===== config.mk =====
export PLATFORM = sky130hd
export DESIGN_NAME = normalizador_fp
export DESIGN_NICKNAME = d
export VERILOG_FILES = /design/src/rtl/normalizador_fp.sv
export SDC_FILE = /design/constraint.sdc
export NUM_CORES = 1
export LEC_CHECK = 0
export CAP_MARGIN = 20
export CORE_MARGIN = 5
export CORE_UTILIZATION = 35
export DETAILED_ROUTE_END_ITERATION = 6
export PLACE_DENSITY_LB_ADDON = 0.25
export SYNTH_ARGS = -nofsm -noshare
export SYNTH_HDL_FRONTEND = slang
export SYNTH_SLANG_ARGS = --single-unit

===== constraint.sdc =====
create_clock -name clk -period 2.7 [get_ports clk]
set_input_delay 0.54 -clock clk [delete_from_list [all_inputs] [get_ports clk]]
set_output_delay 0.54 -clock clk [all_outputs]
set_load 0.01 [all_outputs]

===== src/rtl/normalizador_fp.sv =====
// Normalize / round-to-nearest-even / pack stage for single-precision results.
// Takes an unnormalized sign/exponent/mantissa+GRS triple and emits an IEEE-754 word plus flags.
module normalizador_fp (
  input  logic        clk,
  input  logic        reset,
  input  logic        in_valid,
  output logic        in_ready,
  input  logic        in_sinal,
  input  logic [7:0]  in_expoente,
  input  logic [27:0] in_mantissa,
  output logic        out_valid,
  input  logic        out_ready,
  output logic [31:0] out_resultado,
  output logic        out_overflow,
  output logic        out_underflow,
  output logic        out_inexact
);

  typedef enum logic [2:0] {S_IDLE, S_NORM, S_ROUND, S_CHECK, S_DONE} state_t;

  state_t      state_q;
  logic        sign_q;
  logic [8:0]  e_q;
  logic [27:0] m_q;
  logic        valid_q;
  logic [31:0] res_q;
  logic        ovf_q;
  logic        unf_q;
  logic        inex_q;

  logic [8:0]  e_inc;
  logic [8:0]  e_dec;
  logic [27:0] m_shr;
  logic [27:0] m_shl;
  logic [27:0] m_rnd;
  logic        rnd_inc;

  // Exponent kept 9 bits wide so 255 and <=1 are detected without wrap-around.
  assign e_inc   = e_q + 9'd1;
  assign e_dec   = e_q - 9'd1;
  assign m_shr   = {1'b0, m_q[27:2], m_q[1] | m_q[0]};
  assign m_shl   = {m_q[26:0], 1'b0};
  assign m_rnd   = m_q + 28'h8;
  assign rnd_inc = m_q[2] & (m_q[1] | m_q[0] | m_q[3]);

  assign in_ready      = (state_q == S_IDLE);
  assign out_valid     = valid_q;
  assign out_resultado = res_q;
  assign out_overflow  = ovf_q;
  assign out_underflow = unf_q;
  assign out_inexact   = inex_q;

  // NOTE: state uses non-blocking assignments only; reset is asynchronous so
  // out_valid drops the moment reset rises, without waiting for a clock edge.
  always_ff @(posedge clk or posedge reset) begin
    if (reset) begin
      state_q <= S_IDLE;
      sign_q  <= 1'b0;
      e_q     <= '0;
      m_q     <= '0;
      valid_q <= 1'b0;
      res_q   <= '0;
      ovf_q   <= 1'b0;
      unf_q   <= 1'b0;
      inex_q  <= 1'b0;
    end else begin
      case (state_q)
        S_IDLE: begin
          if (in_valid) begin
            sign_q <= in_sinal;
            e_q    <= {1'b0, in_expoente};
            m_q    <= in_mantissa;
            ovf_q  <= 1'b0;
            unf_q  <= 1'b0;
            inex_q <= 1'b0;
            if (in_mantissa == '0) begin
              res_q   <= {in_sinal, 31'b0};
              valid_q <= 1'b1;
              state_q <= S_DONE;
            end else if (in_expoente == 8'hFF) begin
              res_q   <= {in_sinal, 8'hFF, 23'b0};
              ovf_q   <= 1'b1;
              valid_q <= 1'b1;
              state_q <= S_DONE;
            end else begin
              state_q <= S_NORM;
            end
          end
        end
        S_NORM: begin
          if (m_q[27]) begin
            m_q <= m_shr;
            e_q <= e_inc;
            if (e_inc == 9'd255) begin
              res_q   <= {sign_q, 8'hFF, 23'b0};
              ovf_q   <= 1'b1;
              inex_q  <= 1'b1;
              valid_q <= 1'b1;
              state_q <= S_DONE;
            end else begin
              state_q <= S_ROUND;
            end
          end else if (!m_q[26]) begin
            if (e_q <= 9'd1) begin
              // Flush to zero: no denormal support.
              res_q   <= {sign_q, 31'b0};
              unf_q   <= 1'b1;
              inex_q  <= |m_q;
              valid_q <= 1'b1;
              state_q <= S_DONE;
            end else begin
              m_q <= m_shl;
              e_q <= e_dec;
            end
          end else begin
            state_q <= S_ROUND;
          end
        end
        S_ROUND: begin
          if (rnd_inc) m_q <= m_rnd;
          inex_q  <= |m_q[2:0];
          state_q <= S_CHECK;
        end
        S_CHECK: begin
          valid_q <= 1'b1;
          state_q <= S_DONE;
          if (m_q[27]) begin
            m_q <= m_shr;
            e_q <= e_inc;
            if (e_inc == 9'd255) begin
              res_q <= {sign_q, 8'hFF, 23'b0};
              ovf_q <= 1'b1;
            end else begin
              res_q <= {sign_q, e_inc[7:0], m_shr[25:3]};
            end
          end else begin
            res_q <= {sign_q, e_q[7:0], m_q[25:3]};
          end
        end
        S_DONE: begin
          if (out_ready) begin
            valid_q <= 1'b0;
            state_q <= S_IDLE;
          end
        end
        default: state_q <= S_IDLE;
      endcase
    end
  end

endmodule


==> reports/qor.yml <==
dr.pass1.iters: 7
worst_pin_slew_ps: 567
place_inst: 977
p_comb_share_pct: 58.4
synth_top_flop_cell: "dfrtp_1"
clk_path_buf_depth: 2
p_leak_nw: 2.83
clk_pin_slew_ps: 60
synth_compound_area_share_pct: 31.3
r2r_end: "out_resultado[10]"
min_period_ps: 2650
hold_end: "out_valid"
synth_edf_count: 0
clock_latency_ps: 350
rows: 45
vias: 5881
clockRootBuffer: "clkbuf_16"
p_per_area_nw_per_um2: 1230
synthAdderAreaFrac_pct: 1.14
min_path_type: "reg2reg"
syn_to_final_growth_pct: 30.0
coreArea_sq_um: 15300
yosys.area.top_type: "dfrtp_1"
via_per_inst: 5.92
seq_power_share_pct: 27.1
fin_nets: 823
period_share_pct: 98.1
yosysTopAreaCellShare_pct: 35.1
ant_nets: 0
grt_pass1_vias: 5578
antenna_found_initial: 0
port_buffers: 77
drt_iter0_drc: 655
synth_top_family_by_area: "compound AO/OA/AOI/OAI gates"
synth.mux.area_fraction_pct: 2.62
htreeDepth: 3
grtUsageTotal_pct: 21.7
netlist_instances: 683
critPathLaunchType: "input port"
overflow: 0
yosys-top-cells-area: "dfrtp_1, nand2_1, o21ai_0, a22o_1, a21oi_1"
synth-async-reset-ratio_pct: 100
slew_headroom_pct: 61.8
wl_per_cell_um: 20.1
instances_no_fill: 994
path_max_fanout: 33
drive_above_1_share_pct: 13.9
synth.cell_area_sq_um: 5490
cts_setup_buffers: 0
synth-simple-area-share_pct: 20.1
drv_cap: 0
cts_hold_buf: 0
max_freq_mhz: 377
gp_congestion: 0.915
reg2reg_from: "e_q[0]"
synth_xor_area_share_pct: 2.71
die_y_um: 135
dpl.hpwl_mm: 14.8
hold_depth: 2
die_area_sq_um: 18300
hold_start: "out_valid"
crit_arrival_ps: 2880
p_sw_share_pct: 47.1
io_pins: 78
slew_viol_final: 0
cp.required_ps: 2930
ff2ff_path_depth: 8
critical_path_class: "in2reg"
intPower_w: 0.00462
p_sw_w: 0.00412
skew_ps: 10.2
outcome: "complete, no violations"
finalSetupTns_ps: 0
ys_seq_area_share_pct: 35.1
rsz0062_at_grt: "no"
worstSetupEndpointType: "flip-flop"
clockPowerShare_pct: 14.5
syn-num-nets: 729
setup_viol_count_final: 0
numCtsBuffers: 9
grt_pass1_wl_mm: 31.2
synth_cell_type_count: 74
avgSynthCellArea_sq_um: 8.03
grt_start_max_net_pins: 78
synth_warnings: 0
finalHoldViolations: 0
peakVddDrop_mv: 0.488
cts.sinks: 77
initial_core_util_pct: 35.8
ys_seq_elements: 77
die_w_um: 135
drc: 0
rrSetupSlack_ps: 100
wirelength_mm: 20.0
cts_tree: "built"
==> synth_stat cells, types with 4 or more instances <==
cell and count:
ha_1 5, nand4_1 13, a31oi_1 7, o32ai_1 7, o21ai_0 67, a22o_1 24
o31ai_1 13, o22ai_1 17, nor4_1 16, dfrtp_1 77, inv_1 27, nand3_1 20
buf_2 14, nor2_1 42, nor2b_1 6, a22oi_1 9, a222oi_1 5, nand2b_1 6
a21oi_1 36, nor3_1 14, mux2_2 7, a211oi_1 4, o211ai_1 4, o2bb2ai_1 10
clkbuf_1 43, xor2_1 7, and2_1 4, o31a_1 5, xnor2_1 10, nand2_1 93
==> critical path, stage by stage <==
cell and delay [ps]:
clkdlybuf4s50_1 460, nor4_4 400, buf_4 180, nand4_1 170, nand4b_1 290, a31oi_2 250, o21ai_4 100, buf_12 180
mux2_4 300
==> worst max-delay path by stage <==
stage                         start  slack, ps                 to  cells after the start
floorplan                     reset        190             e_q[0]                      1
global route        in_mantissa[19]         30  out_resultado[26]                      9
detailed placement  in_mantissa[23]       -670  out_resultado[26]                      9
CTS                 in_mantissa[23]         40  out_resultado[26]                      9
finish              in_mantissa[19]         50  out_resultado[27]                      9
global placement    in_mantissa[23]       -650  out_resultado[25]                      9
==> registers in the layout, indices dropped and copies added (netlist names) <==
register	cells
sign_q	1
e_q	9
out_overflow	1
out_resultado	32
state_q	3
m_q	28
out_underflow	1
out_inexact	1
out_valid	1
==> logic make-up (layout without fill, tap and decap cells) <==
family          Yosys count  after routing
simple gates            233            233
flops                    77             77
buf+inv                  90            189
other cells               0              1
fa+ha+maj                 5              5
mux                      12             12
compound gates          249            249
xor+xnor                 17             17
==> power by group through the flow <==
stage                     registers, W  logic, W  clock network (W)
final                          0.00237   0.00511            0.00127
after CTS                      0.00235   0.00503            0.00130
after floorplan                0.00202   0.00339                  0
after detailed placement       0.00237   0.00501                  0
after global routing           0.00246   0.00555            0.00133
after global placement         0.00236   0.00494                  0
==> cell usage in the layout (no fill, tap or decap), drive strengths merged, types with 3 or more instances in the layout <==
cell type      count
o22ai             17
o211ai             4
or3                3
o2bb2ai           10
a21boi             4
xnor2             10
buf               69
clkbuf            10
a211o              3
nor2b              6
inv               29
nand2b             6
o21ai             70
a22oi              9
nor3              15
nand2             93
a31oi              7
a22o              24
dfrtp             77
o31ai             13
nor2              43
a2bb2oi            3
a21oi             36
nand4             13
a211oi             5
o32ai              7
o21bai             3
nor4              17
mux2              10
and2               5
a222oi             5
clkdlybuf4s50     75
a221oi             3
ha                 5
nand3             20
xor2               7
o31a               5
==> routing by layer <==
layer	track usage, %	up-vias	share of wire, %
li1	-	2721	-
met1	31.1	2848	45
met2	31.5	280	43
met3	5.87	32	9.4
met4	7.73	0	2.2
met5	0	-	0
==> timing repair <==
| action | 4_1_cts | 5_1_grt |
|---|---|---|
| setup endpoints to repair | 34 | 32 |
| resized for setup | 2 | 5 |
| pin swaps | 0 | 2 |
==> layout make-up <==
| type | instances | area [sq um] |
|---|---|---|
| fill | 1530 | 8180 |
| sequential | 77 | 1930 |
| tap | 211 | 264 |
| antenna | 1 | 2.50 |
| multi-input combinational | 516 | 3210 |
| timing repair buffer | 146 | 1330 |
| clock buffer | 10 | 229 |
| inverter | 27 | 101 |
| clock inverter | 6 | 71.3 |
==> through the flow <==
stage	total power (W)	hold slack, ps	area (sq um)	utilization, %	setup slack (ps)
3_5_place_dp	0.00738	471	6800	44.4	-675
6_report	0.00874	485	7130	46.6	50.6
4_1_cts	0.00868	486	7110	46.4	38.1
3_3_place_gp	0.00730	464	6800	44.4	-647
2_1_floorplan	0.00541	479	5490	-	193
5_1_grt	0.00934	520	7130	46.6	32.7
Note: power is estimated with default switching activity, not from simulation.
==> patch, RTL diff (config.mk and constraints unchanged) <==
Put one more register stage on the output `out_overflow`, with the module's reset. The value now appears one clock later. The other outputs are not delayed to match.
--- a/src/rtl/normalizador_fp.sv
+++ b/src/rtl/normalizador_fp.sv
@@ -48,3 +48,9 @@
   assign out_resultado = res_q;
-  assign out_overflow  = ovf_q;
+  always_ff @(posedge clk or posedge reset) begin
+    if (reset) begin
+      out_overflow <= '0;
+    end else begin
+      out_overflow <= ovf_q;
+    end
+  end
   assign out_underflow = unf_q;
Behaviour: not the same (Yosys sat finds a counterexample within 4 cycles, from zero or initial values and one cycle with reset high).
==> patch against the unedited design <==
Fmax up 2.3%. Power up 0.81%. Via count rose by 0.71%. Cell area increased by 1.9%. Clock power up 6%. Wire length decreased by 1.4%. Sequential cell count up 1. First-iteration DRC count up 15%. Utilization is 0.50 points lower. Worst setup slack better by 0.061 ns. Area after synthesis increased by 1.7%. Largest power group unchanged. Highest routed layer unchanged.
==> patch: results (changes against the unedited design) <==
stage,metric,value,unit,change
yosys,Synth area leaders,"dfrtp_1, nand2_1, o21ai_0, a22o_1, a21oi_1",,
worst_setup_path,CP max-delay cell,clkdlybuf4s50_1,,
clock_network,total CTS buffers,9,,unchanged
global_routing,global-route usage over all layers,21.7,%,-0.097 points
finish,max reg flops,32,,unchanged
power,Lkg Pwr,2.83,nW,-0.20%
global_routing,largest net degree at the start of global routing,32,,-59%
yosys,Unique masters post-synth,76,,+2.7%
global_routing,grt met2 use,31.9,%,+0.42 points
finish,Nets,821,,-0.24%
clock_network,post-CTS sizing,0,,-2
sta,Worst Skew,0.00903,ns,-0.00114 ns
hold_path,Hold Path Stages,0,,-2
global_routing,initial antenna violation count,0,,unchanged
worst_setup_path,Worst Reg-to-Reg Cells,9,,+1
worst_setup_path,crit-path max cell delay,0.47,ns,
placement,dpl cells,980,,+0.31%
yosys,Syn Area/Cell,8.23,sq um,+2.4%
worst_setup_path,"Largest delay share family, worst path",simple AND/OR/NAND/NOR gates,,
worst_setup_path,crit path DAT,2.82,ns,-0.06 ns
yosys,asr flop ratio synth,100,%,unchanged
yosys,"Top FF cell, synth",dfrtp_1,,
clock_network,worst skew pair latency,0.35,ns,about the same
hold_path,min-delay worst type,register to register,,
global_routing,met1 Usage GRT,30.6,%,-0.47 points
finish,# diodes,0,,-1
yosys,"Seq/Total Area, Yosys",35.0,%,-0.13 points
sta,Max-slew headroom,59.2,%,-2.6 points
yosys,synth cell count leaders,"nand2_1, dfrtp_1, o21ai_0",,
routing,TritonRoute pass-1 iters,6,,-1
yosys,Synth Net Count,724,,-0.69%
clock_network,CTS H-tree depth,3,,unchanged
routing,number of DRC markers in iteration 0,754,,+15%
routing,Avg WL per Cell,19.8,um,-1.6%
finish,"Cell Count, Final, Fillers Out",996,,+0.20%
status,status,"complete, no violations",,
worst_setup_path,crit path max fanout,5,,-85%
clock_network,Max clock buf depth,2,,unchanged
placement,DPL Wire Length,14.7,mm,-0.35%
power,maximum vdd drop,0.410,mV,-16%
clock_network,Clock Tree Root,clkbuf_16,,
placement,area of placed instances,6950,sq um,+2.2%
placement,gpl congestion,0.985,,+7.6%
routing,Avg Vias per Cell,5.95,,+0.51%
global_routing,vias in the first global route,5775,,+3.5%
global_routing,met3 usage in global routing,5.40,%,-0.47 points
clock_network,clock-pin slew on the worst setup and hold paths,0.06,ns,about the same
placement,Setup Slack @ Placement,-0.198,ns,+0.477 ns
placement,PortBufs,77,,unchanged
finish,share of layout cells above drive strength 1,16.3,%,+2.3 points
clock_network,"Setup Fix Bufs, Post-CTS",0,,unchanged
global_routing,first-pass GRT wire length,31.5,mm,+0.73%
yosys,warnings from Yosys,0,,unchanged
[patch: routing by layer]
layer / part of all wire, % / routed length [um] / up-vias
met5: 0 / 0 / -
met4: 2.9 / 577 / 0
met3: 9.7 / 1900 / 44
met2: 44 / 8710 / 329
met1: 43 / 8520 / 2815
li1: - / - / 2735
[patch: layout make-up]
cell class | count | area (sq um)
Fill cell | 1556 | 8500
Multi-Input combinational cell | 506 | 3230
Tap cell | 216 | 270
Clock buffer | 9 | 225
Inverter | 26 | 97.6
Clock inverter | 7 | 97.6
Timing Repair Buffer | 154 | 1400
Sequential cell | 78 | 1950
[patch: power breakdown]
part           switching [mW]  total [mW]  internal, mW
clock network           0.523        1.34         0.813
logic                    2.82        5.02          2.19
registers               0.798        2.46          1.66
[patch: worst paths after layout]
kind | start | endpoint | slack [ns]
setup / recovery | in_mantissa[15] | out_resultado[25]$_DFFE_PP0P_ | 0.11
setup reg to reg | e_q[0]$_DFFE_PP0P_ | out_resultado[10]$_DFFE_PP0P_ | 0.28
min in group asynchronous | reset | out_resultado[23]$_DFFE_PP0P_ | 0.59
max in group asynchronous | reset | ovf_q$_DFFE_PP0P_ | 1.42
hold / removal | ovf_q$_DFFE_PP0P_ | out_overflow$_DFF_PP0_ | 0.40
hold reg to reg | ovf_q$_DFFE_PP0P_ | out_overflow$_DFF_PP0_ | 0.40
[patch: logic make-up after synthesis]
family | Yosys count | share of synthesized area [%]
AO/OA/AOI/OAI | 257 | 32.0
AND/OR/NAND/NOR | 218 | 19.9
buffers and inverters | 94 | 7.20
flip-flops | 78 | 35.0
XOR/XNOR | 15 | 2.36
multiplexers | 11 | 2.45
adder cells (fa/ha/maj) | 5 | 1.12
